File: config.mk
export PLATFORM = sky130hd
export DESIGN_NAME = hazard_scoreboard_flat
export DESIGN_NICKNAME = d
export VERILOG_FILES = /design/src/rtl/hazard_scoreboard_pkg.sv /design/src/rtl/hazard_scoreboard_if.sv /design/src/rtl/hazard_scoreboard_sb_cnt.sv /design/src/rtl/hazard_scoreboard.sv /design/src/flat_wrapper.sv
export SDC_FILE = /design/constraint.sdc
export NUM_CORES = 1
export LEC_CHECK = 0
export CORE_MARGIN = 4
export CORE_UTILIZATION = 55
export CTS_BUF_LIST = sky130_fd_sc_hd__clkbuf_4
export CTS_CLUSTER_DIAMETER = 50
export DETAILED_ROUTE_END_ITERATION = 8
export PLACE_DENSITY = 0.78
export SLEW_MARGIN = 20
export SYNTH_ARGS = -nofsm -noshare
export SYNTH_HDL_FRONTEND = slang
export SYNTH_SLANG_ARGS = --single-unit
File: constraint.sdc
create_clock -name clock -period 7 [get_ports clock]
set_clock_uncertainty 0.2 [all_clocks]
set_input_delay 1.05 -clock clock [delete_from_list [all_inputs] [get_ports clock]]
set_output_delay 1.05 -clock clock [all_outputs]
set_load 0.02 [all_outputs]
File: src/rtl/hazard_scoreboard_pkg.sv
// Shared constants for the hazard scoreboard: producer latency classes,
// opcode definitions and the counter-width helper.
package hazard_scoreboard_pkg;

  typedef enum logic [1:0] {
    LAT_ALU  = 2'd0,
    LAT_LOAD = 2'd1,
    LAT_MUL  = 2'd2,
    LAT_RSVD = 2'd3
  } lat_sel_e;

  typedef enum logic [5:0] {
    OP_RTYPE = 6'h00,
    OP_BEQ   = 6'h04,
    OP_BNE   = 6'h05,
    OP_ADDI  = 6'h08,
    OP_MULT  = 6'h18,
    OP_LW    = 6'h23,
    OP_SW    = 6'h2b
  } opcode_e;

  // Counter width that holds the larger latency; never narrower than 1 bit.
  function automatic int cnt_width(input int load_lat, input int mul_lat);
    int mx;
    mx = (load_lat > mul_lat) ? load_lat : mul_lat;
    return (mx < 1) ? 1 : $clog2(mx + 1);
  endfunction

endpackage

File: src/rtl/hazard_scoreboard_if.sv
// ID-stage request and hazard-control response bundle between the pipeline
// (master) and the hazard scoreboard (slave).
interface hazard_scoreboard_if #(
  parameter int RAW = 5
);

  logic           id_valid;
  logic [RAW-1:0] id_rs;
  logic [RAW-1:0] id_rt;
  logic           id_uses_rs;
  logic           id_uses_rt;
  logic [RAW-1:0] id_rd;
  logic           id_regwrite;
  logic [1:0]     id_lat_sel;
  logic           branch_taken;

  logic           stall;
  logic           pc_write;
  logic           ifid_write;
  logic           bubble_idex;
  logic           flush_ifid;
  logic           issue;
  logic           busy;

  modport master (
    output id_valid, id_rs, id_rt, id_uses_rs, id_uses_rt,
           id_rd, id_regwrite, id_lat_sel, branch_taken,
    input  stall, pc_write, ifid_write, bubble_idex, flush_ifid, issue, busy
  );

  modport slave (
    input  id_valid, id_rs, id_rt, id_uses_rs, id_uses_rt,
           id_rd, id_regwrite, id_lat_sel, branch_taken,
    output stall, pc_write, ifid_write, bubble_idex, flush_ifid, issue, busy
  );

endinterface

File: src/rtl/hazard_scoreboard_sb_cnt.sv
// One per-register scoreboard counter: loads a latency on issue, otherwise
// counts down to zero and holds there.
module sb_cnt #(
  parameter int CW = 2
) (
  input  logic          clock,
  input  logic          reset,
  input  logic          load,
  input  logic [CW-1:0] load_val,
  input  logic          dec,
  output logic          nonzero
);

  logic [CW-1:0] cnt_q;
  logic [CW-1:0] cnt_d;

  // A fresh load wins over the decrement of the same cycle.
  always_comb begin
    cnt_d = cnt_q;
    if (load) begin
      cnt_d = load_val;
    end else if (dec && (cnt_q != '0)) begin
      cnt_d = cnt_q - CW'(1);
    end
  end

  always_ff @(posedge clock) begin
    if (reset) begin
      cnt_q <= '0;
    end else begin
      cnt_q <= cnt_d;
    end
  end

  assign nonzero = |cnt_q;

endmodule

File: src/rtl/hazard_scoreboard.sv
// Register scoreboard that stalls the ID stage on RAW/WAW hazards against
// multi-cycle producers. Optional stall_cycles counter under HZ_STALL_PERF_EN.
module hazard_scoreboard
  import hazard_scoreboard_pkg::*;
#(
  parameter int NREG     = 32,
  parameter int RAW      = 5,
  parameter int LOAD_LAT = 1,
  parameter int MUL_LAT  = 3
) (
  input  logic                 clock,
  input  logic                 reset,
  hazard_scoreboard_if.slave   sb
`ifdef HZ_STALL_PERF_EN
  ,
  output logic [31:0]          stall_cycles
`endif
);

  localparam int CW = cnt_width(LOAD_LAT, MUL_LAT);

  logic [NREG-1:1] nz;
  logic [NREG-1:1] load_vec;
  logic [NREG-1:0] nz_all;
  logic            raw_hit;
  logic            waw_hit;
  logic            stall_int;
  logic            issue_int;
  logic            do_load;
  logic [CW-1:0]   load_val;

  // Register 0 is never tracked, so its busy bit is a constant zero.
  assign nz_all = {nz, 1'b0};

  always_comb begin
    raw_hit = sb.id_valid &&
              ((sb.id_uses_rs && nz_all[sb.id_rs]) ||
               (sb.id_uses_rt && nz_all[sb.id_rt]));
    waw_hit = sb.id_valid && sb.id_regwrite && nz_all[sb.id_rd];
    stall_int = (raw_hit || waw_hit) && !sb.branch_taken;
    issue_int = sb.id_valid && !stall_int && !sb.branch_taken;
    do_load   = issue_int && sb.id_regwrite && (sb.id_rd != '0);
  end

  always_comb begin
    load_val = '0;
    case (lat_sel_e'(sb.id_lat_sel))
      LAT_LOAD: load_val = CW'(LOAD_LAT);
      LAT_MUL:  load_val = CW'(MUL_LAT);
      default:  load_val = '0;
    endcase
  end

  always_comb begin
    load_vec = '0;
    for (int r = 1; r < NREG; r++) begin
      load_vec[r] = do_load && (sb.id_rd == RAW'(r));
    end
  end

  generate
    for (genvar r = 1; r < NREG; r++) begin : g_cnt
      sb_cnt #(
        .CW(CW)
      ) u_cnt (
        .clock    (clock),
        .reset    (reset),
        .load     (load_vec[r]),
        .load_val (load_val),
        .dec      (1'b1),
        .nonzero  (nz[r])
      );
    end
  endgenerate

  assign sb.stall       = stall_int;
  assign sb.pc_write    = ~stall_int;
  assign sb.ifid_write  = ~stall_int;
  assign sb.bubble_idex = stall_int | sb.branch_taken;
  assign sb.flush_ifid  = sb.branch_taken;
  assign sb.issue       = issue_int;
  assign sb.busy        = |nz;

`ifdef HZ_STALL_PERF_EN
  logic [31:0] stall_cycles_q;
  logic [31:0] stall_cycles_d;

  always_comb begin
    stall_cycles_d = stall_cycles_q;
    if (stall_int && (stall_cycles_q != 32'hFFFF_FFFF)) begin
      stall_cycles_d = stall_cycles_q + 32'd1;
    end
  end

  always_ff @(posedge clock) begin
    if (reset) begin
      stall_cycles_q <= '0;
    end else begin
      stall_cycles_q <= stall_cycles_d;
    end
  end

  assign stall_cycles = stall_cycles_q;
`endif

endmodule

File: src/flat_wrapper.sv
// flat-port wrapper written by rule: the top's interface ports become plain ports
module hazard_scoreboard_flat import hazard_scoreboard_pkg::*;
#(
  parameter int NREG     = 32,
  parameter int RAW      = 5,
  parameter int LOAD_LAT = 1,
  parameter int MUL_LAT  = 3
)
  (clock, reset, sb_id_valid, sb_id_rs, sb_id_rt, sb_id_uses_rs, sb_id_uses_rt, sb_id_rd, sb_id_regwrite, sb_id_lat_sel, sb_branch_taken, sb_stall, sb_pc_write, sb_ifid_write, sb_bubble_idex, sb_flush_ifid, sb_issue, sb_busy);
  hazard_scoreboard_if #(.RAW(RAW)) sb_i ();
  input  logic clock;
  input  logic reset;
  input wire logic [$bits(sb_i.id_valid)-1:0] sb_id_valid;
  input wire logic [$bits(sb_i.id_rs)-1:0] sb_id_rs;
  input wire logic [$bits(sb_i.id_rt)-1:0] sb_id_rt;
  input wire logic [$bits(sb_i.id_uses_rs)-1:0] sb_id_uses_rs;
  input wire logic [$bits(sb_i.id_uses_rt)-1:0] sb_id_uses_rt;
  input wire logic [$bits(sb_i.id_rd)-1:0] sb_id_rd;
  input wire logic [$bits(sb_i.id_regwrite)-1:0] sb_id_regwrite;
  input wire logic [$bits(sb_i.id_lat_sel)-1:0] sb_id_lat_sel;
  input wire logic [$bits(sb_i.branch_taken)-1:0] sb_branch_taken;
  output wire logic [$bits(sb_i.stall)-1:0] sb_stall;
  output wire logic [$bits(sb_i.pc_write)-1:0] sb_pc_write;
  output wire logic [$bits(sb_i.ifid_write)-1:0] sb_ifid_write;
  output wire logic [$bits(sb_i.bubble_idex)-1:0] sb_bubble_idex;
  output wire logic [$bits(sb_i.flush_ifid)-1:0] sb_flush_ifid;
  output wire logic [$bits(sb_i.issue)-1:0] sb_issue;
  output wire logic [$bits(sb_i.busy)-1:0] sb_busy;
  assign sb_i.id_valid = sb_id_valid;
  assign sb_i.id_rs = sb_id_rs;
  assign sb_i.id_rt = sb_id_rt;
  assign sb_i.id_uses_rs = sb_id_uses_rs;
  assign sb_i.id_uses_rt = sb_id_uses_rt;
  assign sb_i.id_rd = sb_id_rd;
  assign sb_i.id_regwrite = sb_id_regwrite;
  assign sb_i.id_lat_sel = sb_id_lat_sel;
  assign sb_i.branch_taken = sb_branch_taken;
  assign sb_stall = sb_i.stall;
  assign sb_pc_write = sb_i.pc_write;
  assign sb_ifid_write = sb_i.ifid_write;
  assign sb_bubble_idex = sb_i.bubble_idex;
  assign sb_flush_ifid = sb_i.flush_ifid;
  assign sb_issue = sb_i.issue;
  assign sb_busy = sb_i.busy;
  hazard_scoreboard #(.NREG(NREG), .RAW(RAW), .LOAD_LAT(LOAD_LAT), .MUL_LAT(MUL_LAT)) u_core (.clock(clock), .reset(reset), .sb(sb_i));
endmodule
==> out/qor.yml <==
run_status:
  outcome: "finished, final reports clean"
setup_path:
  cp-start-kind: "primary input"
  reg2reg_setup_slack_ns: 3.76
  critPathCaptureType: "output pin"
  r2r_end: "u_core.g_cnt[22].u_cnt.cnt_q[1]"
  critical_path_arrival_ns: 4.41
  critPathMostFrequentCell: "clkdlybuf4s50_1"
  rr_worst_depth: 8
  critPathLaunch: "sb_id_rd[1]"
  crit_type: "primary input to output pin"
  rr_startpoint: "u_core.g_cnt[1].u_cnt.cnt_q[0]"
  cp_slowest_stage_delay_ns: 0.97
  path_max_fanout: 20
  required_ns: 5.75
  critical_path.cell_chain: "clkdlybuf4s50_1, mux4_2, mux2_2, a2111oi_4, o21ai_0, nand3_2, and3_1, clkdlybuf4s50_1"
  slowest_stage: "clkdlybuf4s50_1"
grt:
  grt_max_degree: 65
  grt_pass1_vias: 4331
  grt.total_usage_pct: 22.1
  grt_first_pass_wirelength_um: 20300
  antenna_found_initial: 0
  gr-total-overflow: 0
routing:
  ant_nets: 0
  viasPerCell: 5.90
  drc_errors: 0
  wl_per_cell_um: 15.9
  drtIter0Drc: 329
  num_vias: 4330
  wl_um: 11700
  drt_pass1_iterations: 5
placed_design:
  finalWeightedCongestion: 0.904
  pre_cts_ws_ns: 1.35
  dp_hpwl_um: 8380
  port_buffers: 30
cells_and_area:
  syn_to_final_growth_pct: 7.26
  fillCellCount: 783
  drive_gt1_share_pct: 13.6
  regMostFlops: "u_core.g_cnt.u_cnt.cnt_q"
  nets: 657
  n_antenna_cell: 0
  top_regs: "u_core.g_cnt.u_cnt.cnt_q x62"
  largest_reg_flops: 62
cts:
  clock_latency_ns: 0.41
  cts_max_level: 3
  cts_setup_buffers: 0
  clock_path_buffers: 2
  cts_resized: 0
  clock_sinks: 62
  cts_hold_buf: 0
  clkTransAtPathRegs_ns: 0.10
  cts_inserted_buffers: 9
  cts_tree: "built"
  cts_root_buffer: "clkbuf_4"
floorplan:
  chipHeight_um: 106
  pin_count: 31
  row_count: 35
  die_area_um2: 11100
  initial_utilization_pct: 56.7
  core_region_area_um2: 9240
  die-width_um: 106
synthesis:
  synth_mux_area_share_pct: 23.5
  yosys.area_share.simple_pct: 24.8
  synth.area.top_cells: "dfxtp_1 (24%), mux2_1 (13%), mux4_2 (8.2%)"
  synth_compound_area_share_pct: 6.00
  synth_top_family_by_area: "simple AND/OR/NAND/NOR gates"
  synthAdderAreaFrac_pct: 7.64
  synth.distinct_cells: 44
  yosysSeqAreaShare_pct: 23.7
  yosysWarnings: 0
  synthesis.nets: 658
  synthXorXnorAreaFrac_pct: 5.18
  syn_area_um2: 5240
  yosysTopAreaCell: "dfxtp_1"
  synthCells: 602
  yosys_register_bits: 62
  avgSynthCellArea_um2: 8.70
  synth.top_cell.area_share_pct: 23.7
power:
  ir_worst_vdd_mv: 0.120
  p_leak_nw: 2.47
  pwr-share-seq_pct: 29.6
  sw_frac_of_total_pct: 43.2
  p_sw_mw: 0.776
  p_int_mw: 1.02
  pwr-share-clk_pct: 11.9
  powerDensity_nw_per_um2: 320
  pwr-share-comb_pct: 58.6
hold_path:
  holdPathEnd: "u_core.g_cnt[21].u_cnt.cnt_q[1]"
  hold_depth: 3
  hp-start: "u_core.g_cnt[21].u_cnt.cnt_q[1]"
  hold_path.class: "flop to flop"
timing:
  worstMarginPinSlew_ns: 1.02
  period_needed_ns: 5.66
  final.setup.tns_ns: 0
  fmax_mhz: 177
  rsz0062_at_grt: "false"
  relSlewSlack_pct: 31.7
  period_share_pct: 80.9
  finalHoldViolations: 0
  drv_slew: 0
  fin_ws_ns: 1.34
  setup_viol: 0
job:
  maxCapViolCount: 0
## how the worst max path moves through the flow
stage | to | slack, ns | cells after the start
floorplan | sb_pc_write | 2.55 | 9
global placement | sb_stall | 1.39 | 8
detailed placement | sb_stall | 1.35 | 8
CTS | sb_stall | 1.33 | 8
global route | sb_stall | 1.19 | 8
finish | sb_stall | 1.34 | 8
## layout make-up
cell class,instances,area [µm²],share of cell area (%)
Multi-Input combinational cell,428,3540,63.0
Sequential cell,62,1240,22.1
Timing Repair Buffer,34,320,5.70
Inverter,66,248,4.41
Tap cell,129,161,2.87
Clock buffer,13,97.6,1.74
Clock inverter,2,10.0,0.178
## power groups by stage
stage                     Combinational, mW  Sequential, mW  Clock (mW)
final                                  1.05           0.531       0.213
after global routing                   1.19           0.545       0.234
after CTS                              1.05           0.530       0.221
after detailed placement               1.04           0.540           0
after global placement                0.973           0.529           0
after floorplan                       0.841           0.525           0
## routing by layer
metal	wire, µm	GRT usage (%)	part of all wire [%]	up-vias
met2	5540	37.0	47	147
li1	-	-	-	2093
met1	5150	27.6	44	2069
met4	220	7.49	1.9	0
met3	784	5.88	6.7	21
met5	0	0	0	-
## metrics by stage
stage / util, % / total power [mW] / instances / hold slack [ns] / area (µm²)
CTS: 60.7 / 1.80 / 734 / 0.422 / 5610
finish: 60.8 / 1.80 / 734 / 0.410 / 5620
detailed placement: 59.6 / 1.58 / 719 / 0.397 / 5500
floorplan: - / 1.37 / 602 / 0.368 / 5240
global placement: 59.6 / 1.50 / 719 / 0.375 / 5500
global route: 60.8 / 1.97 / 734 / 0.454 / 5620
## critical path: cells and delay by family
kind | cells | cell delay [ns]
muxes | 2 | 0.89
AOI/OAI and AO/OA | 2 | 0.58
buffers and inverters | 2 | 1.58
and+or+nand+nor | 2 | 0.32
## cell usage in the layout (no fill, tap or decap), types with 9 or more instances in the layout
cell,synthesis,final
nor4_1,17,17
nand4_2,30,30
nor2_1,114,114
nand4_1,13,13
mux2_1,60,60
clkbuf_4,0,13
nand3_1,15,15
nand2_1,9,9
dfxtp_1,62,62
clkdlybuf4s50_1,0,28
ha_1,32,32
inv_1,66,66
xor2_1,31,31
mux4_2,19,19
a21oi_1,32,32
## logic make-up (layout without fill, tap and decap cells)
family,Yosys count,count (layout)
flops,62,62
xor+xnor,31,31
fa+ha+maj,32,32
simple gates,227,227
compound gates,47,47
buf+inv,112,115
mux,91,91
## synthesized netlist by cell type, drive strengths merged
cell type / number
a22oi: 1
inv: 66
a211o: 2
o21ai: 1
and3b: 2
nor2b: 6
a221oi: 1
o41ai: 1
nor2: 115
dfxtp: 62
o41a: 1
o2111a: 1
buf: 21
a31oi: 1
clkbuf: 25
o211ai: 1
xor2: 31
o2111ai: 1
ha: 32
nand3: 16
nand2: 9
mux2i: 8
nand4b: 1
nand2b: 5
a21o: 1
and3: 2
nand4: 43
a221o: 1
and2: 2
a2111oi: 1
a2bb2oi: 1
nand3b: 3
a21oi: 32
mux2: 64
mux4: 19
or2: 2
nor4: 17
nor3b: 4
(Power assumes the default switching activity.)
